[src/rtl/spi_reg_defs.sv]
// Shared definitions for the SPI register controller: FSM encodings, the
// command rw-bit position and the MISO fill value used on a read underrun.
package spi_reg_defs;

   typedef enum logic [2:0] {
      ST_IDLE   = 3'd0,
      ST_CMD    = 3'd1,
      ST_WDATA  = 3'd2,
      ST_RFETCH = 3'd3,
      ST_RDATA  = 3'd4
   } state_t;

   // Every bit of the MISO word is driven to this value when read data is late.
   localparam logic UNDERRUN_FILL_BIT = 1'b1;

   function automatic int rw_bit_idx(input int width);
      return width - 1;
   endfunction

endpackage

[src/rtl/spi_reg_ctrl_sync_edge.sv]
// Two-flop synchronizer for an SCLK-domain level followed by a rise/fall
// detector; an input edge shows up as a one-cycle pulse two clk edges later.
module sync_edge (
   input  logic clk,
   input  logic rst,
   input  logic din,
   output logic rise,
   output logic fall
);

   logic sync1_q, sync1_d;
   logic sync2_q, sync2_d;
   logic prev_q,  prev_d;

   always_comb begin
      sync1_d = din;
      sync2_d = sync1_q;
      prev_d  = sync2_q;
   end

   always_ff @(posedge clk) begin
      if (rst) begin
         sync1_q <= 1'b0;
         sync2_q <= 1'b0;
         prev_q  <= 1'b0;
      end else begin
         sync1_q <= sync1_d;
         sync2_q <= sync2_d;
         prev_q  <= prev_d;
      end
   end

   assign rise = sync2_q & ~prev_q;
   assign fall = ~sync2_q & prev_q;

endmodule

[src/rtl/spi_reg_ctrl.sv]
// SPI-slave-to-register-bus bridge: command word selects address and direction,
// then streams writes or prefetched reads. SPI_REG_CTRL_AUTOINC_EN enables address auto-increment.
module spi_reg_ctrl
   import spi_reg_defs::*;
#(
   parameter int n  = 8,
   parameter int aw = n - 1
) (
   input  logic          clk,
   input  logic          rst,
   input  logic [n-1:0]  spi_out,
   input  logic          spi_clko,
   input  logic          spi_ncs,
   output logic [n-1:0]  spi_in,
   output logic          spi_zo,
   output logic [aw-1:0] reg_addr,
   output logic [n-1:0]  reg_wdata,
   output logic          reg_we,
   output logic          reg_re,
   input  logic [n-1:0]  reg_rdata,
   input  logic          reg_rack,
   output logic          busy,
   output logic          err
);

   localparam int RW_BIT = rw_bit_idx(n);
   localparam logic [n-1:0] FILL_WORD = {n{UNDERRUN_FILL_BIT}};

   state_t        state_q, state_d;
   logic [n-1:0]  spi_in_q, spi_in_d;
   logic          spi_zo_q, spi_zo_d;
   logic [aw-1:0] reg_addr_q, reg_addr_d;
   logic [n-1:0]  reg_wdata_q, reg_wdata_d;
   logic          reg_we_q, reg_we_d;
   logic          reg_re_q, reg_re_d;
   logic          err_q, err_d;

   logic          clko_rise, clko_fall;
   logic          ncs_rise, ncs_fall;
   logic [aw-1:0] addr_inc;
   logic [n-1:0]  idle_word;

   sync_edge u_clko_sync (
      .clk  (clk),
      .rst  (rst),
      .din  (spi_clko),
      .rise (clko_rise),
      .fall (clko_fall)
   );

   sync_edge u_ncs_sync (
      .clk  (clk),
      .rst  (rst),
      .din  (spi_ncs),
      .rise (ncs_rise),
      .fall (ncs_fall)
   );

   always_comb begin
`ifdef SPI_REG_CTRL_AUTOINC_EN
      addr_inc = reg_addr_q + 1'b1;
`else
      addr_inc = reg_addr_q;
`endif
   end

   assign idle_word = {err_q, {(n-1){1'b0}}};

   always_comb begin
      state_d     = state_q;
      spi_in_d    = spi_in_q;
      spi_zo_d    = spi_zo_q;
      reg_addr_d  = reg_addr_q;
      reg_wdata_d = reg_wdata_q;
      reg_we_d    = 1'b0;
      reg_re_d    = reg_re_q;
      err_d       = err_q;

      // Step the address only once the write strobe has been seen with the old one.
      if (reg_we_q) begin
         reg_addr_d = addr_inc;
      end

      if (ncs_rise) begin
         state_d  = ST_IDLE;
         reg_re_d = 1'b0;
         spi_zo_d = 1'b1;
         spi_in_d = idle_word;
      end else begin
         case (state_q)
            ST_IDLE: begin
               spi_in_d = idle_word;
               spi_zo_d = 1'b1;
               reg_re_d = 1'b0;
               if (ncs_fall) begin
                  state_d = ST_CMD;
               end
            end
            ST_CMD: begin
               if (clko_rise) begin
                  reg_addr_d = spi_out[aw-1:0];
                  if (spi_out[RW_BIT]) begin
                     state_d  = ST_RFETCH;
                     reg_re_d = 1'b1;
                  end else begin
                     state_d = ST_WDATA;
                  end
               end
            end
            ST_WDATA: begin
               if (clko_rise) begin
                  reg_wdata_d = spi_out;
                  reg_we_d    = 1'b1;
               end
            end
            ST_RFETCH: begin
               reg_re_d = 1'b1;
               if (reg_re_q && reg_rack) begin
                  spi_in_d   = reg_rdata;
                  spi_zo_d   = 1'b0;
                  reg_re_d   = 1'b0;
                  reg_addr_d = addr_inc;
                  state_d    = ST_RDATA;
               end else if (clko_fall) begin
                  // The slave has already moved on to the next word: flag the underrun.
                  err_d    = 1'b1;
                  spi_in_d = FILL_WORD;
               end
            end
            ST_RDATA: begin
               if (clko_fall) begin
                  state_d  = ST_RFETCH;
                  reg_re_d = 1'b1;
               end
            end
            default: begin
               state_d = ST_IDLE;
            end
         endcase
      end
   end

   always_ff @(posedge clk) begin
      if (rst) begin
         state_q     <= ST_IDLE;
         spi_in_q    <= '0;
         spi_zo_q    <= 1'b1;
         reg_addr_q  <= '0;
         reg_wdata_q <= '0;
         reg_we_q    <= 1'b0;
         reg_re_q    <= 1'b0;
         err_q       <= 1'b0;
      end else begin
         state_q     <= state_d;
         spi_in_q    <= spi_in_d;
         spi_zo_q    <= spi_zo_d;
         reg_addr_q  <= reg_addr_d;
         reg_wdata_q <= reg_wdata_d;
         reg_we_q    <= reg_we_d;
         reg_re_q    <= reg_re_d;
         err_q       <= err_d;
      end
   end

   assign spi_in    = spi_in_q;
   assign spi_zo    = spi_zo_q;
   assign reg_addr  = reg_addr_q;
   assign reg_wdata = reg_wdata_q;
   assign reg_we    = reg_we_q;
   assign reg_re    = reg_re_q;
   assign busy      = (state_q != ST_IDLE);
   assign err       = err_q;

endmodule
[config.mk]
export PLATFORM = sky130hd
export DESIGN_NAME = spi_reg_ctrl
export DESIGN_NICKNAME = d
export VERILOG_FILES = /design/src/rtl/spi_reg_defs.sv /design/src/rtl/spi_reg_ctrl_sync_edge.sv /design/src/rtl/spi_reg_ctrl.sv
export SDC_FILE = /design/constraint.sdc
export NUM_CORES = 1
export LEC_CHECK = 0
export ABC_AREA = 1
export CORE_AREA = 2 2 61 63
export CTS_CLUSTER_DIAMETER = 40
export DETAILED_ROUTE_END_ITERATION = 12
export DIE_AREA = 0 0 63 65
export HOLD_SLACK_MARGIN = 0.03
export PLACE_DENSITY = 0.76
export SKIP_LAST_GASP = 1
export SLEW_MARGIN = 10
export SYNTH_ARGS = -nofsm -noshare
export SYNTH_HDL_FRONTEND = slang
export SYNTH_HIERARCHICAL = 1
export SYNTH_SLANG_ARGS = --single-unit
[constraint.sdc]
create_clock -name clk -period 1.58 [get_ports clk]
set_input_delay 0.237 -clock clk [delete_from_list [all_inputs] [get_ports clk]]
set_output_delay 0.237 -clock clk [all_outputs]
set_load 0.02 [all_outputs]
Yosys cells after proc, flatten, opt, wreduce, memory -nomap -nowiden
Cells that the tools add are included.
{"block": "word_totals", "reg_bits": 36, "in_bits": 21, "output_inout_bits": 28, "wordCells": 71}
{"block": "classes", "n_eq_ne": 11, "mux": 18, "bitwise": 11, "reduce_logical": 16}
{"cell": "8-bit two-way mux", "n": 3}
{"cell": "8-bit one-hot mux with 2 select lines", "n": 1}
{"cell": "3-bit one-hot mux with 5 select lines", "n": 1}
{"cell": "3-bit two-way mux", "n": 4}
{"cell": "2-bit != test, second input constant", "n": 5}
{"cell": "4-bit AND reduction", "n": 2}
{"cell": "1-bit two-way mux", "n": 7}
{"cell": "1-bit NOT", "n": 7}
{"cell": "3-bit by 2-bit equality test with 1-bit output, second input constant", "n": 2}
{"cell": "2-bit AND reduction", "n": 3}
{"cell": "3-bit AND reduction", "n": 2}
{"cell": "3-bit nonzero test", "n": 2}
{"cell": "5-bit AND reduction", "n": 1}
{"cell": "1-bit bitwise AND", "n": 4}
{"cell": "4-bit != test, second input constant", "n": 1}
{"cell": "1-bit one-hot mux with 4 select lines", "n": 1}
{"cell": "4-bit nonzero test", "n": 1}
{"cell": "3-bit by 1-bit equality test with 1-bit output, second input constant", "n": 1}
{"cell": "3-bit equality test, second input constant", "n": 1}
{"cell": "3-bit logical NOT", "n": 1}
{"cell": "3-bit != test, second input constant", "n": 1}
{"cell": "3-bit OR reduction", "n": 1}
{"cell": "1-bit one-hot mux with 2 select lines", "n": 1}
{"cell": "2-bit nonzero test", "n": 1}
{"cell": "2 further kinds", "n": 2}

Logic depth before layout (Yosys ltp)
{"block": "logic_depth", "depth_word": 6, "ltp_mapped": 10, "depth_no_buf": 10}

By module
The synthesis kept the hierarchy.
{"mod": "spi_reg_ctrl", "n_inst": 1, "cells_per_inst": 176, "area_per_inst_um2": 1293.7, "seq_area_each_um2": 600.6}
{"mod": "sync_edge", "n_inst": 2, "cells_per_inst": 12, "area_per_inst_um2": 93.8, "seq_area_each_um2": 60.1}

Worst setup path after synthesis
Ideal clock, no wire load.
{"block": "synth_timing", "path_type": "register -> register", "start": "register u_ncs_sync.sync2_q (netlist: u_ncs_sync/prev_d)", "end": "register state_q[1]", "setup_ns": 0.113, "arrival_time_ns": 1.185, "required_time_ns": 1.467, "setup_slack_ns": 0.281, "path_stages_with_launch": 8, "path_buffers": 0, "synth_period_minus_slack_ns": 1.299, "path_cell_list": "dfxtp_1 inv_1 nor2_1 nor2_2 inv_1 nor2_1 o21ai_1 inv_1"}
{"block": "synth_via", "word_cells_on_any_way": 6, "classes_between": "eq/ne (1); bitwise (3); reduce/logical (2)"}
{"element": "start, declared", "line_no": "spi_reg_ctrl_sync_edge.sv:12", "source": "logic sync2_q, sync2_d;"}
{"element": "start signal, assigned", "line_no": "spi_reg_ctrl_sync_edge.sv:28", "source": "sync2_q <= sync2_d;"}
{"element": "1-bit bitwise AND", "line_no": "spi_reg_ctrl_sync_edge.sv:33", "source": "assign rise = sync2_q & ~prev_q;"}
{"element": "via ncs_rise", "line_no": "spi_reg_ctrl.sv:39", "source": "logic ncs_rise, ncs_fall;"}
{"element": "2-bit OR reduction (no line)"}
{"element": "end signal, assigned", "line_no": "spi_reg_ctrl.sv:154", "source": "state_q <= state_d;"}
{"element": "end, declared", "line_no": "spi_reg_ctrl.sv:29", "source": "state_t state_q, state_d;"}
The timed path passes the listed nets, and every way through them passes these cells.
A chain may end at the register's enable or synchronous reset.

Final worst setup path
{"block": "layout_timing", "start": "register spi_in_q[6] (netlist: spi_in[6])", "end": "output spi_in[6]"}
{"element": "start, declared", "line_no": "spi_reg_ctrl.sv:30", "source": "logic [n-1:0] spi_in_q, spi_in_d;"}
{"element": "start signal, assigned", "line_no": "spi_reg_ctrl.sv:155", "source": "spi_in_q <= spi_in_d;"}
{"element": "end, declared", "line_no": "spi_reg_ctrl.sv:14", "source": "output logic [n-1:0] spi_in,"}
No word-level cell between the ends.

==> run_summary.xml <==
<?xml version="1.0" encoding="UTF-8"?>
<metrics>
  <group name="outcome">
    <metric name="outcome" unit="">complete, no violations</metric>
  </group>
  <group name="worst_hold_path">
    <metric name="min-delay-start" unit="">u_ncs_sync/sync1_q</metric>
    <metric name="hold_depth" unit="">2</metric>
    <metric name="hold_crit_endpoint" unit="">u_ncs_sync/prev_d</metric>
    <metric name="min_path_type" unit="">register to register</metric>
  </group>
  <group name="synth">
    <metric name="postSynthRegisterBits" unit="">36</metric>
    <metric name="postSynthCellCount" unit="">200</metric>
    <metric name="post_synth_instance_area" unit="µm²">1480</metric>
    <metric name="average_size_of_a_mapped_cell" unit="µm²">7.41</metric>
    <metric name="synth_fp_nets" unit="">221</metric>
    <metric name="post-synth-top-area-cell" unit="">dfxtp_1</metric>
    <metric name="yosysTopAreaCellShare" unit="%">48.6</metric>
    <metric name="ys_top_cells_by_area" unit="">dfxtp_1 (49%), nor2_1 (14%), o21ai_0 (9.1%)</metric>
    <metric name="post_synth_num_cell_types" unit="">20</metric>
    <metric name="synth_sequential_area_ratio" unit="%">48.6</metric>
    <metric name="synthesis.yosys.warnings" unit="">6</metric>
  </group>
  <group name="worst_setup_path">
    <metric name="cp_slowest_stage_delay" unit="ps">610</metric>
    <metric name="endpoint_required_time_on_the_critical_path" unit="ps">1340</metric>
    <metric name="reg2reg_setup_slack" unit="ps">160</metric>
    <metric name="worst_setup_path_start_kind" unit="">register</metric>
    <metric name="critical_path.n_buffers_inverters" unit="">1</metric>
    <metric name="worst-r2r-cell-count" unit="">7</metric>
    <metric name="cp_num_cells" unit="">1</metric>
    <metric name="crit_slowest_cell" unit="">clkdlybuf4s50_1</metric>
    <metric name="critical_path_peak_fanout" unit="">2</metric>
    <metric name="reg2reg_to" unit="">reg_addr[6]</metric>
    <metric name="end_kind" unit="">output port</metric>
    <metric name="r2r_start" unit="">state_q[0]</metric>
    <metric name="critical_path.top_delay_family" unit="">buffers and inverters</metric>
    <metric name="cp_cell_sequence" unit="">clkdlybuf4s50_1</metric>
    <metric name="setup.worst_path.class" unit="">register to output port</metric>
    <metric name="cp.arrival" unit="ps">1300</metric>
  </group>
  <group name="power">
    <metric name="power_density" unit="nW/µm²">1140</metric>
    <metric name="p_leak" unit="nW">1.02</metric>
    <metric name="vdd.ir_drop.worst" unit="mV">0.555</metric>
  </group>
  <group name="final_layout">
    <metric name="antennaDiodeCount" unit="">0</metric>
    <metric name="regArea" unit="µm²">723</metric>
    <metric name="finish.instance_area" unit="µm²">2160</metric>
    <metric name="final_nets" unit="">282</metric>
    <metric name="area_added_between_synthesis_and_finish" unit="%">45.8</metric>
    <metric name="fillerInstances" unit="">341</metric>
    <metric name="multi_input_area" unit="µm²">642</metric>
    <metric name="fraction_of_layout_cells_with_a_size_suffix_above_1" unit="%">13.7</metric>
  </group>
  <group name="grt">
    <metric name="first_pass_grt_wire_length" unit="mm">5.75</metric>
    <metric name="grt_antenna_before_repair" unit="">0</metric>
    <metric name="grt_max_degree" unit="">17</metric>
    <metric name="track_usage" unit="%">17.7</metric>
    <metric name="via_count_of_the_first_global_routing_pass" unit="">1337</metric>
    <metric name="globalRoute.totalOverflow" unit="">0</metric>
  </group>
  <group name="clocking">
    <metric name="htree_num_levels" unit="">2</metric>
    <metric name="cts_hold_buf" unit="">0</metric>
    <metric name="max-clock-path-buffers" unit="">2</metric>
    <metric name="cts_inserted_buffers" unit="">5</metric>
    <metric name="clk_root_buffer_cell" unit="">clkbuf_4</metric>
    <metric name="clock_transition_at_path_regs" unit="ps">110</metric>
    <metric name="clkLatencyLatePin" unit="ps">340</metric>
    <metric name="tritoncts" unit="">yes</metric>
    <metric name="clock_sinks" unit="">36</metric>
  </group>
  <group name="route">
    <metric name="drt_iter0_markers" unit="">64</metric>
    <metric name="detailroute.via_count" unit="">1430</metric>
    <metric name="drt_wl_total" unit="mm">3.44</metric>
    <metric name="post_drt_wl_per_cell" unit="µm">11.1</metric>
    <metric name="first_pass_iters" unit="">4</metric>
    <metric name="ant_nets" unit="">0</metric>
    <metric name="detail_route.vias_per_cell" unit="">4.61</metric>
    <metric name="drcViolationCount" unit="">0</metric>
  </group>
  <group name="place">
    <metric name="port_buffers" unit="">48</metric>
    <metric name="placer_s_final_routability_congestion_estimate" unit="">0.804</metric>
    <metric name="post_dp_cell_area" unit="µm²">2060</metric>
    <metric name="place_hpwl" unit="mm">2.55</metric>
  </group>
  <group name="sta">
    <metric name="tightest_slew" unit="ps">400</metric>
    <metric name="report.final.hold_viol_count" unit="">0</metric>
    <metric name="fin_tns_setup" unit="ps">0</metric>
    <metric name="clock.fmax" unit="GHz">0.651</metric>
    <metric name="whs" unit="ps">406</metric>
    <metric name="worst_slew_margin_rel" unit="%">73.3</metric>
    <metric name="setup_viol_count_final" unit="">0</metric>
    <metric name="final.period_utilization" unit="%">97.3</metric>
    <metric name="finalClockSkew" unit="ps">10.6</metric>
    <metric name="period_needed" unit="ps">1540</metric>
    <metric name="maxSlewViolCount" unit="">0</metric>
  </group>
  <group name="floorplan">
    <metric name="top_level_ports" unit="">49</metric>
    <metric name="die_w" unit="µm">63</metric>
    <metric name="initial_core_util" unit="%">42.4</metric>
    <metric name="fp.dieH" unit="µm">65</metric>
    <metric name="fp-row-count" unit="">22</metric>
    <metric name="fp.dieArea" unit="µm²">4100</metric>
    <metric name="core_area" unit="µm²">3500</metric>
  </group>
  <group name="job">
    <metric name="timing.max_cap.violations" unit="">0</metric>
  </group>
</metrics>
==> registers in the layout (all words and copies together), names as in the netlist, 3 cells and up <==
register and cells:
reg_wdata 8, spi_in 8, reg_addr 7, state_q 3
==> tightest hold or removal path: cells and delay by family (launching register included) <==
family / cells / cell delay [ps]
flops: 1 / 310
buf+inv: 1 / 40
simple gates: 1 / 30
==> power by group <==
group	internal, mW	total (mW)	switching (mW)	leakage (nW)
Combinational	0.371	0.870	0.499	0.697
Sequential	1.01	1.07	0.0654	0.293
Clock	0.220	0.514	0.295	0.0326
Total	1.60	2.46	0.859	1.02
==> timing repair <==
item                       in CTS  in global routing
setup buffers                   0                  1
gates resized for setup         3                 10
setup endpoints to repair       1                 15
pin swaps                       0                  1
==> final cells by class <==
cell class | instances | area share [%]
Sequential cell | 36 | 33.5
Multi-Input combinational cell | 131 | 29.7
Timing Repair Buffer | 57 | 26.1
Inverter | 30 | 5.21
Tap cell | 48 | 2.78
Clock buffer | 8 | 2.72
==> how the worst max path moves through the flow <==
stage,from,to,slack (ps)
floorplan,u_ncs_sync/prev_d,state_q[1],280
global placement,reg_rack,spi_in[7],80
detailed placement,reg_rack,spi_in[7],60
CTS,reg_re,reg_re,20
global route,spi_in[6],spi_in[6],-9
finish,spi_in[6],spi_in[6],40
==> routing by layer <==
metal / vias to the layer above / global-route usage [%] / routed length (µm)
met1: 632 / 20.8 / 1530
met2: 41 / 29.9 / 1620
met4: 0 / 5.83 / 59
met3: 7 / 6.25 / 239
li1: 750 / - / -
met5: - / 0 / 0
==> Yosys cell counts <==
cell / count
nor2_1: 55
a21oi_1: 6
inv_1: 26
nand2_1: 17
nor2_2: 3
a21oi_2: 3
buf_1: 1
nand4_1: 1
inv_2: 4
clkbuf_1: 1
nor3_4: 2
o21ai_0: 27
nand3b_1: 1
o21ai_2: 4
nand3_1: 8
dfxtp_1: 36
nor2_4: 1
o21ai_1: 2
buf_6: 1
nand2_2: 1
==> metrics by stage <==
stage	power (mW)	utilization (%)	std cells	worst slack [ps]
after floorplan	1.63	-	200	281
after global placement	1.93	59.0	301	75.2
after detailed placement	1.95	59.0	301	57.0
after CTS	2.46	60.8	309	15.3
after global routing	2.62	61.8	310	-9.08
final	2.46	61.8	310	42.8
==> cell usage in the layout, fill, tap and decap left out, drive strengths merged, types with 6 or more instances in the layout <==
cell | netlist | final
nor2 | 59 | 59
clkdlybuf4s50 | 0 | 41
dfxtp | 36 | 36
o21ai | 33 | 33
inv | 30 | 30
nand2 | 18 | 18
buf | 2 | 9
a21oi | 9 | 9
nand3 | 8 | 8
clkbuf | 1 | 8
dlymetal6s2s | 0 | 6
==> kinds of logic (layout without fill, tap and decap cells) <==
group                  Yosys count  in the layout  synth area share, %
and+or+nand+nor                 89             89                 26.5
buffers and inverters           33             95                 8.87
AOI/OAI and AO/OA               42             42                 16.0
DFF                             36             36                 48.6
Note: power is estimated with default switching activity, not from simulation.
